==> config.mk <==
export PLATFORM = sky130hd
export DESIGN_NAME = uart_telemetry_fsm
export DESIGN_NICKNAME = d
export VERILOG_FILES = /design/src/rtl/uart_fmt_pkg.sv /design/src/rtl/uart_byte_sender.sv /design/src/rtl/uart_telemetry_fsm.sv
export SDC_FILE = /design/constraint.sdc
export NUM_CORES = 1
export LEC_CHECK = 0
export CAP_MARGIN = 40
export CELL_PAD_IN_SITES_DETAIL_PLACEMENT = 1
export CELL_PAD_IN_SITES_GLOBAL_PLACEMENT = 1
export CORE_ASPECT_RATIO = 1.75
export CORE_MARGIN = 2
export CORE_UTILIZATION = 35
export CTS_CLUSTER_DIAMETER = 200
export DETAILED_ROUTE_END_ITERATION = 7
export DONT_BUFFER_PORTS = 1
export PLACE_DENSITY = 0.61
export SLEW_MARGIN = 20
export SYNTH_ARGS = -nofsm -noshare
export SYNTH_HDL_FRONTEND = slang
export SYNTH_HIERARCHICAL = 1
export SYNTH_SLANG_ARGS = --single-unit
export TNS_END_PERCENT = 1
==> constraint.sdc <==
create_clock -name clk -period 2.4 [get_ports clk]
set_input_delay 0.36 -clock clk [delete_from_list [all_inputs] [get_ports clk]]
set_output_delay 0.36 -clock clk [all_outputs]
set_load 0.1 [all_outputs]
==> src/rtl/uart_fmt_pkg.sv <==
// Shared types and ASCII helpers for the telemetry line formatter.
package uart_fmt_pkg;

   typedef enum logic [3:0] {
      ST_IDLE, ST_READ, ST_SEQ_HI, ST_SEQ_LO, ST_COLON,
      ST_DIGIT, ST_SEP, ST_CR, ST_LF
   } fsm_state_e;

   typedef enum logic [1:0] {
      TX_IDLE, TX_SEND, TX_WAIT
   } tx_state_e;

   localparam logic [7:0] CHR_CR    = 8'h0D;
   localparam logic [7:0] CHR_LF    = 8'h0A;
   localparam logic [7:0] CHR_COLON = 8'h3A;

   // Uppercase hex digit.
   function automatic logic [7:0] nibble_to_ascii(input logic [3:0] n);
      if (n < 4'd10) return 8'h30 + {4'h0, n};
      else           return 8'h37 + {4'h0, n};
   endfunction

endpackage

==> src/rtl/uart_byte_sender.sv <==
// One-byte SEND/WAIT handshake with the UART: a single start pulse,
// then wait for done. Done is only honoured in WAIT.
module uart_byte_sender
   import uart_fmt_pkg::*;
(
   input  logic       clk,
   input  logic       reset_n,
   input  logic       clr,
   input  logic       load,
   input  logic [7:0] load_byte,
   input  logic       uart_tx_done,
   output logic       uart_start_tx,
   output logic [7:0] uart_tx_din,
   output logic       byte_done
);

   tx_state_e  st_q, st_d;
   logic       start_q, start_d;
   logic [7:0] din_q, din_d;

   always_comb begin
      st_d      = st_q;
      start_d   = 1'b0;
      din_d     = din_q;
      byte_done = 1'b0;
      case (st_q)
         TX_IDLE: if (load) begin
            start_d = 1'b1;
            din_d   = load_byte;
            st_d    = TX_SEND;
         end
         TX_SEND: st_d = TX_WAIT;
         TX_WAIT: if (uart_tx_done) begin
            byte_done = 1'b1;
            st_d      = TX_IDLE;
         end
         default: st_d = TX_IDLE;
      endcase
      if (clr) begin
         st_d      = TX_IDLE;
         start_d   = 1'b0;
         din_d     = 8'h00;
         byte_done = 1'b0;
      end
   end

   always_ff @(posedge clk) begin
      if (!reset_n) begin
         st_q    <= TX_IDLE;
         start_q <= 1'b0;
         din_q   <= 8'h00;
      end else begin
         st_q    <= st_d;
         start_q <= start_d;
         din_q   <= din_d;
      end
   end

   assign uart_start_tx = start_q;
   assign uart_tx_din   = din_q;

endmodule

==> src/rtl/uart_telemetry_fsm.sv <==
// Pops one FIFO record per frame and streams it as an ASCII hex line:
// optional "NN:" prefix, separator-joined fields, CR LF or LF.
module uart_telemetry_fsm
   import uart_fmt_pkg::*;
#(
   parameter int         FIELD_WIDTH = 32,
   parameter int         NUM_FIELDS  = 3,
   parameter logic [7:0] SEP_CHAR    = 8'h2C,
   parameter bit         SEQ_EN      = 1'b1
) (
   input  logic                                clk,
   input  logic                                reset_n,
   input  logic                                fsm_en,
   input  logic                                mode_crlf,
   input  logic                                mode_zs,
   input  logic                                uart_tx_done,
   output logic                                uart_start_tx,
   output logic [7:0]                          uart_tx_din,
   input  logic [NUM_FIELDS*FIELD_WIDTH-1:0]   fifo_rd_data,
   input  logic                                fifo_empty,
   output logic                                fifo_rd_en,
   output logic                                busy,
   output logic [7:0]                          seq_num
);

   localparam int NDIG  = FIELD_WIDTH / 4;
   localparam int REC_W = NUM_FIELDS * FIELD_WIDTH;
   localparam int DIG_W = (NDIG > 1) ? $clog2(NDIG) : 1;
   localparam int FLD_W = (NUM_FIELDS > 1) ? $clog2(NUM_FIELDS) : 1;

   fsm_state_e       state_q;
   logic [REC_W-1:0] rec_q;
   logic             crlf_q, zs_q, nz_q, sent_q, send_q;
   logic [7:0]       byte_q, seq_q;
   logic [DIG_W-1:0] digit_q;
   logic [FLD_W-1:0] field_q;

   logic             byte_done, last_dig, last_fld, skip;
   logic [3:0]       nib;
   logic [7:0]       emit_byte;
   fsm_state_e       nxt_state;

   // The record shifts left one nibble per digit, so the current nibble
   // is always at the top and the next field follows on naturally.
   assign nib      = rec_q[REC_W-1 -: 4];
   assign last_dig = (digit_q == DIG_W'(NDIG - 1));
   assign last_fld = (field_q == FLD_W'(NUM_FIELDS - 1));
   assign skip     = (state_q == ST_DIGIT) && zs_q && !nz_q && (nib == 4'h0) && !last_dig;

   always_comb begin
      emit_byte = 8'h00;
      nxt_state = ST_IDLE;
      case (state_q)
         ST_SEQ_HI: begin emit_byte = nibble_to_ascii(seq_q[7:4]); nxt_state = ST_SEQ_LO; end
         ST_SEQ_LO: begin emit_byte = nibble_to_ascii(seq_q[3:0]); nxt_state = ST_COLON;  end
         ST_COLON:  begin emit_byte = CHR_COLON;                   nxt_state = ST_DIGIT;  end
         ST_DIGIT: begin
            emit_byte = nibble_to_ascii(nib);
            if (!last_dig)     nxt_state = ST_DIGIT;
            else if (!last_fld) nxt_state = ST_SEP;
            else               nxt_state = crlf_q ? ST_CR : ST_LF;
         end
         ST_SEP:    begin emit_byte = SEP_CHAR; nxt_state = ST_DIGIT; end
         ST_CR:     begin emit_byte = CHR_CR;   nxt_state = ST_LF;    end
         ST_LF:     begin emit_byte = CHR_LF;   nxt_state = ST_IDLE;  end
         default:   ;
      endcase
   end

   always_ff @(posedge clk) begin
      if (!reset_n) begin
         state_q <= ST_IDLE;
         rec_q   <= '0;
         crlf_q  <= 1'b0;
         zs_q    <= 1'b0;
         nz_q    <= 1'b0;
         sent_q  <= 1'b0;
         send_q  <= 1'b0;
         byte_q  <= 8'h00;
         seq_q   <= 8'h00;
         digit_q <= '0;
         field_q <= '0;
      end else if (!fsm_en) begin
         state_q <= ST_IDLE;
         sent_q  <= 1'b0;
         send_q  <= 1'b0;
         byte_q  <= 8'h00;
         nz_q    <= 1'b0;
         digit_q <= '0;
         field_q <= '0;
      end else begin
         send_q <= 1'b0;
         case (state_q)
            ST_IDLE: if (!fifo_empty) state_q <= ST_READ;
            ST_READ: begin
               rec_q   <= fifo_rd_data;
               crlf_q  <= mode_crlf;
               zs_q    <= mode_zs;
               nz_q    <= 1'b0;
               sent_q  <= 1'b0;
               digit_q <= '0;
               field_q <= '0;
               state_q <= SEQ_EN ? ST_SEQ_HI : ST_DIGIT;
            end
            default: begin
               if (!sent_q) begin
                  if (skip) begin
                     rec_q   <= rec_q << 4;
                     digit_q <= digit_q + DIG_W'(1);
                  end else begin
                     send_q <= 1'b1;
                     byte_q <= emit_byte;
                     sent_q <= 1'b1;
                     if (state_q == ST_DIGIT) begin
                        rec_q <= rec_q << 4;
                        nz_q  <= 1'b1;
                     end
                  end
               end else if (byte_done) begin
                  sent_q  <= 1'b0;
                  state_q <= nxt_state;
                  if (state_q == ST_DIGIT) begin
                     if (!last_dig) digit_q <= digit_q + DIG_W'(1);
                     else begin
                        digit_q <= '0;
                        nz_q    <= 1'b0;
                        if (!last_fld) field_q <= field_q + FLD_W'(1);
                     end
                  end
                  if (state_q == ST_LF) seq_q <= seq_q + 8'd1;
               end
            end
         endcase
      end
   end

   uart_byte_sender u_sender (
      .clk          (clk),
      .reset_n      (reset_n),
      .clr          (!fsm_en),
      .load         (send_q),
      .load_byte    (byte_q),
      .uart_tx_done (uart_tx_done),
      .uart_start_tx(uart_start_tx),
      .uart_tx_din  (uart_tx_din),
      .byte_done    (byte_done)
   );

   // Pop is issued from IDLE so the record is on fifo_rd_data in READ.
   assign fifo_rd_en = reset_n && fsm_en && (state_q == ST_IDLE) && !fifo_empty;
   assign busy       = (state_q != ST_IDLE);
   assign seq_num    = seq_q;

endmodule

==> results of run 1 <==
==> through the flow <==
step	instances	power, mW	util, %
floorplan	711	2.67	-
global placement	933	2.70	38.0
detailed placement	933	2.72	38.0
CTS	965	5.56	41.3
global route	966	5.68	41.4
finish	966	5.48	41.4
==> layer usage <==
| layer | track usage (%) | part of all wire [%] | up-vias |
|---|---|---|---|
| li1 | - | - | 2566 |
| met1 | 18.7 | 36 | 2560 |
| met5 | 0 | 0 | - |
| met4 | 9.59 | 3.8 | 0 |
| met2 | 33.5 | 54 | 126 |
| met3 | 5.81 | 5.6 | 40 |
==> worst register-to-register path: stages, from the launching register on <==
cell and delay, ns:
dfxtp_1 0.35, nor4bb_2 0.44, and2_1 0.23, buf_4 0.17, nand2_1 0.09, nor3b_2 0.28
nor2_1 0.06, a2111oi_0 0.36
==> state kept, by name, summed over array words and instances, names as in the netlist, 2 cells and up <==
register / cells
rec_q: 96
seq_num: 8
u_sender/uart_tx_din: 8
byte_q: 7
state_q: 4
digit_q: 3
field_q: 2
u_sender/st_q: 2
==> cell usage in the layout, fill, tap and decap left out, drive strengths merged, types with 9 or more instances in the layout <==
cell type,synthesis,routed
a21oi,21,21
and2,9,9
buf,39,44
clkbuf,24,17
dfxtp,136,136
ha,9,9
inv,13,15
mux2i,104,104
nand2,117,117
nand3,9,9
nand3b,16,16
nor2,9,9
nor2b,14,14
nor3,13,13
o211a,92,92
o21ai,12,12
xnor2,10,10
==> power groups by stage <==
| stage | combinational (mW) | sequential (mW) | clock, mW |
|---|---|---|---|
| 3_3_place_gp | 0.304 | 2.40 | 0 |
| 5_1_grt | 0.346 | 2.36 | 2.98 |
| 3_5_place_dp | 0.316 | 2.40 | 0 |
| 6_report | 0.313 | 2.35 | 2.82 |
| 2_1_floorplan | 0.279 | 2.39 | 0 |
| 4_1_cts | 0.318 | 2.35 | 2.89 |
==> repair_timing <==
item | in CTS | in global routing
setup endpoints to repair | 0 | 2
buffers inserted | 0 | 0
gates resized for setup | 0 | 2
==> worst max-delay path by stage <==
stage	startpoint	endpoint	slack, ns	cells after the start
after floorplan	state_q[1]	fifo_rd_en	0.02	4
after global placement	fsm_en	field_q[1]	0.15	8
after detailed placement	fsm_en	field_q[1]	0.16	8
after CTS	state_q[1]	fifo_rd_en	0.02	4
after global routing	u_sender/st_q[0]	field_q[1]	0.11	7
final	state_q[1]	fifo_rd_en	0.20	4
==> cell type report <==
| type | instances | area share [%] |
|---|---|---|
| flip-flops and latches | 136 | 34.4 |
| repair buffers | 44 | 5.45 |
| diodes | 1 | 0.0317 |
| clock inverters | 15 | 2.55 |
| multi-input cells | 499 | 47.7 |
| inverters | 13 | 0.617 |
| clock buffers | 17 | 5.38 |
| well taps | 241 | 3.82 |
==> Yosys cell counts, types with 2 or more instances <==
cell       number
dfxtp_1       136
nand4b_1        3
nor3_1         11
a21oi_1        19
clkbuf_1       24
nand2b_1        5
a2111oi_0       5
and4bb_1        2
o211a_1        92
o21ai_0        12
or3_1           3
buf_2          32
a22oi_1         6
buf_6           4
a311o_1         3
xnor2_1        10
a31oi_1         2
inv_1          12
nand3_1         9
o221ai_1        3
nand3b_1       16
nand2_1       117
nand4_1         3
and2_1          9
buf_4           3
nor2_1          9
nor3b_1         3
nor2b_1        14
a22o_1          5
mux2i_1       104
and2b_1         2
nor3b_2         2
ha_1            9
==> cells by family after synthesis <==
family                   after synthesis  share of synthesized area [%]
other                                  1                         0.0550
AO/OA/AOI/OAI                        158                           20.2
multiplexers                         104                           15.3
adder cells (fa/ha/maj)                9                           1.65
AND/OR/NAND/NOR                      216                           16.1
flip-flops                           136                           39.9
XOR/XNOR                              11                           1.41
buffers and inverters                 76                           5.38
==> metrics.cfg, run 1 <==
[run_status]
outcome = complete, no violations

[setup_path]
worstPathCellList = nor3_2 > nand2_4 > nor3_4 > buf_12
cp_slowest_cell = dfxtp_1
r2r_cells = 7
cp_data_required_time_ns = 2.04
cp_top_family = simple AND/OR/NAND/NOR gates
cpPeakStageDelay_ns = 0.47
critical_path.startpoint_type = register
crit_type = register to primary output
rr_startpoint = u_sender/st_q[0]
path_max_fanout = 15
arrival_ns = 1.84
crit_path_end_kind = primary output
crit_buf_inv = 1
rr_endpoint = field_q[1]
reg2reg_slack_ns = 0.31

[power_and_ir_drop]
power_frac_comb_pct = 5.7
clock_power_share_pct = 51.4
total_switching_power_mw = 1.27
ir_drop_uv = 538
seqPwrFrac_pct = 42.9
p_int_mw = 4.21
p_leak_nw = 3.70
netSwitchingFraction_pct = 23.3
power_density_nw_per_um2 = 693

[place]
globalplace.congestion = 0.920
place_area_um2 = 7260
dp_hpwl_um = 13400
place_ws_ns = 0.156
numPortBuffers = 0

[cells_and_area]
drive_gt1_share_pct = 12.6
fin_area_um2 = 7900
final_nets = 823
area_growth_pct = 15.9
multiInputGateArea_um2 = 3770
regArea_um2 = 2720
fillers = 2138

[synthesis]
synth_nets = 823
avgSynthCellArea_um2 = 9.59
ys_ff_latch = 136
syn_inst = 711
ys.flop_type = dfxtp_1
synth.largest_area_cell = dfxtp_1
synth_edf_count = 0
ys_top_cells_by_area = dfxtp_1, mux2i_1, o211a_1
synthArstFlopShare_pct = 0
synth.top_cell.area_share_pct = 39.9
syn_area_um2 = 6820
yosys_warnings = 6
synth.distinct_cells = 55
synth.yosys.seq_area_share_pct = 39.9

[route]
ant_nets = 0
drc = 0
finalWirelength_um = 18600
dr.pass1.iters = 4
vias = 5292
viasPerCell = 5.48
drt_iter0_drc = 193
routedWlPerCell_um = 19.2

[sta]
maxSlewViolCount = 0
period_minus_slack_ns = 2.20
fmax_ghz = 0.454
skew_ns = 0.00731
post-route-period-util_pct = 91.8
final-setup-viol-count = 0
slew_headroom_pct = 58.6
setup_tns_ns = 0
hold_ws_ns = 0.0643
setup_slack_ns = 0.196
finalHoldViolations = 0
worst_pin_slew_ns = 0.605
grt_setup_unrepaired = false

[clock_tree]
numClockSinks = 136
cts_root_buf = clkbuf_16
cts_buffers = 17
hold_buffers = 0
clock_path_buffers = 2
clk_pin_slew_ns = 0.06
clk_latency_ns = 0.43
cts_tree = built
cts-htree-levels = 4

[min_path]
hp-class = input pin to register
hold_start = reset_n
whs_path_depth = 1
holdPathEnd = seq_num[6]

[global_route]
grt_usage_pct = 18.6
grt_max_degree = 126
antenna_found_initial = 1
grt_pass1_wl_um = 29500
overflow = 0
grt_pass1_vias = 5671

[die]
start_util_pct = 35.7
coreArea_um2 = 19100
core.rowCount = 67
die_area_um2 = 20700
die_width_um = 110
die_h_um = 189
ios = 122

[run]
cap_violations = 0

Note: power is estimated with default switching activity, not from simulation.
==> run 2: changes to the inputs <==
- CORE_UTILIZATION: 35 -> 49
- CTS_BUF_LIST: not set -> sky130_fd_sc_hd__clkbuf_8 sky130_fd_sc_hd__clkbuf_16
- PLACE_DENSITY: 0.61 -> 0.81
==> metrics.cfg, run 2 (synthesis gave the netlist of run 1 again) <==
[setup_path]
worstPathCellList = nor3_2 > nand2_4 > nor3_4 > buf_12
rr_startpoint = u_sender/st_q[0]
rr_endpoint = seq_num[7]
crit_path_end_kind = primary output
crit_type = register to primary output
critical_path.startpoint_type = register
cp_slowest_cell = dfxtp_1
crit_buf_inv = 1  ; unchanged
r2r_cells = 6  ; -1
cp_top_family = simple AND/OR/NAND/NOR gates
reg2reg_slack_ns = 0.25  ; -0.06 ns
path_max_fanout = 23  ; +8
cpPeakStageDelay_ns = 0.55  ; +0.08 ns
arrival_ns = 1.87  ; +0.03 ns
cp_data_required_time_ns = 2.04  ; about the same

[die]
start_util_pct = 49.5  ; +14 points
die_area_um2 = 14900  ; -28%
coreArea_um2 = 13800  ; -28%
die_h_um = 160  ; -15%
core.rowCount = 57  ; -15%
die_width_um = 93.2  ; -15%
ios = 122  ; unchanged

[route]
viasPerCell = 5.96  ; +8.7%
ant_nets = 0  ; unchanged
vias = 5330  ; +0.72%
dr.pass1.iters = 6  ; +2
routedWlPerCell_um = 20.1  ; +4.4%
drt_iter0_drc = 209  ; +8.3%
drc = 0  ; unchanged
finalWirelength_um = 17900  ; -3.3%

[min_path]
whs_path_depth = 1  ; unchanged
hp-class = input pin to register
hold_start = reset_n
holdPathEnd = seq_num[3]

[power_and_ir_drop]
p_leak_nw = 3.68  ; -0.65%
power_density_nw_per_um2 = 698  ; +0.59%
ir_drop_uv = 452  ; -16%
p_total_mw = 5.40  ; -1.4%

[clock_tree]
clk_pin_slew_ns = 0.06  ; about the same
clock_path_buffers = 2  ; unchanged
cts_tree = built
cts-htree-levels = 4  ; unchanged
numClockSinks = 136  ; unchanged
cts_buffers = 17  ; unchanged
cts_root_buf = clkbuf_16
clk_latency_ns = 0.42  ; about the same

[sta]
period_minus_slack_ns = 2.23  ; +0.0279 ns
fmax_ghz = 0.448  ; -1.2%
maxSlewViolCount = 0  ; unchanged
finalHoldViolations = 0  ; unchanged
slew_headroom_pct = 49.5  ; -9.1 points
setup_tns_ns = 0  ; unchanged
final-setup-viol-count = 0  ; unchanged
worst_pin_slew_ns = 0.757  ; +0.151 ns
skew_ns = 0.0107  ; +0.00339 ns
grt_setup_unrepaired = false
post-route-period-util_pct = 93.0  ; +1.2 points

[cells_and_area]
largest_register_ffs = 96  ; unchanged
instances_no_fill = 895  ; -7.3%
antennaDiodeCount = 0  ; -1
drive_gt1_share_pct = 11.7  ; -0.87 points
mostFrequentLayoutCell = dfxtp_1
top_register = rec_q
area_growth_pct = 13.6
layout_common_cells = dfxtp_1, nand2_1, mux2i_1
finish.utilization_pct = 56.3  ; +15 points
fin_area_um2 = 7740  ; -2.0%
final_nets = 817  ; -0.73%

[place]
place_area_um2 = 7130  ; -1.9%
numPortBuffers = 0  ; unchanged
dp_hpwl_um = 12700  ; -5.8%
dp.cells = 863  ; -7.5%
globalplace.congestion = 0.945  ; +2.7%

[global_route]
grt_pass1_wl_um = 28500  ; -3.3%
grt_pass1_vias = 5662  ; -0.16%
antenna_found_initial = 0  ; -1
overflow = 0  ; unchanged
grt_max_degree = 126  ; unchanged
grt_usage_pct = 24.1  ; +5.5 points

[run_status]
outcome = complete, no violations

[run]
cap_violations = 0  ; unchanged

[run 2: cell types whose count changed in the layout (fill, tap and decap cells not counted), moves of 2 or more]
cell / before / now
clkinv_2: 2 / 0
buf_4: 36 / 31
inv_8: 0 / 4
inv_6: 2 / 6
clkinvlp_4: 6 / 1
bufinv_16: 4 / 2
[run 2: how the worst max path moves through the flow]
| stage | startpoint | endpoint | slack, ns | cells past startpoint |
|---|---|---|---|---|
| after floorplan | state_q[1] | fifo_rd_en | 0.02 | 4 |
| after global placement | fsm_en | seq_num[7] | 0.28 | 7 |
| after detailed placement | fsm_en | seq_num[7] | 0.19 | 7 |
| after CTS | state_q[2] | fifo_rd_en | 0.05 | 4 |
| after global routing | u_sender/st_q[1] | field_q[1] | 0.03 | 6 |
| final | state_q[2] | fifo_rd_en | 0.17 | 4 |
[run 2: per-layer routing]
metal	global-route usage [%]	wire [µm]	up-vias
li1	-	-	2556
met1	24.6	6750	2626
met2	45.4	9950	115
met3	6.13	685	33
met4	10.2	566	0
met5	0	0	-
[run 2: area by class of cell]
cell class              instances  area [µm²]
fillers                      1513        6020
multi-input cells             499        3760
flip-flops and latches        136        2720
clock buffers                  18         439
repair buffers                 38         373
well taps                     177         221
clock inverters                14         174
inverters                      13        48.8
[run 2: power breakdown]
| part | leakage [nW] | total [mW] | switching, mW | internal, mW |
|---|---|---|---|---|
| registers | 1.10 | 2.35 | 0.0386 | 2.31 |
| clock network | 0.301 | 2.73 | 1.13 | 1.61 |
| logic | 2.28 | 0.315 | 0.166 | 0.148 |
| total | 3.68 | 5.40 | 1.33 | 4.07 |
[run 2: per-stage QoR]
stage	worst slack [ns]	hold slack [ns]
floorplan	0.0155	0.436
global placement	0.280	0.442
detailed placement	0.185	0.469
CTS	0.0509	0.0669
global route	0.0321	0.0601
finish	0.168	0.0869
[run 2: timing repair]
| action | 4_1_cts | 5_1_grt |
|---|---|---|
| setup endpoints to repair | 0 | 1 |
| buffers inserted | 0 | 0 |
| hold endpoints to repair | 0 | 0 |
| resized for setup | 0 | 1 |
| hold buffers | 0 | 0 |
==> run 3: changes to the inputs <==
- CAP_MARGIN: 40 -> 20
==> results of run 3 <==
Final layout, timing and power as in run 2 (identical DEF).
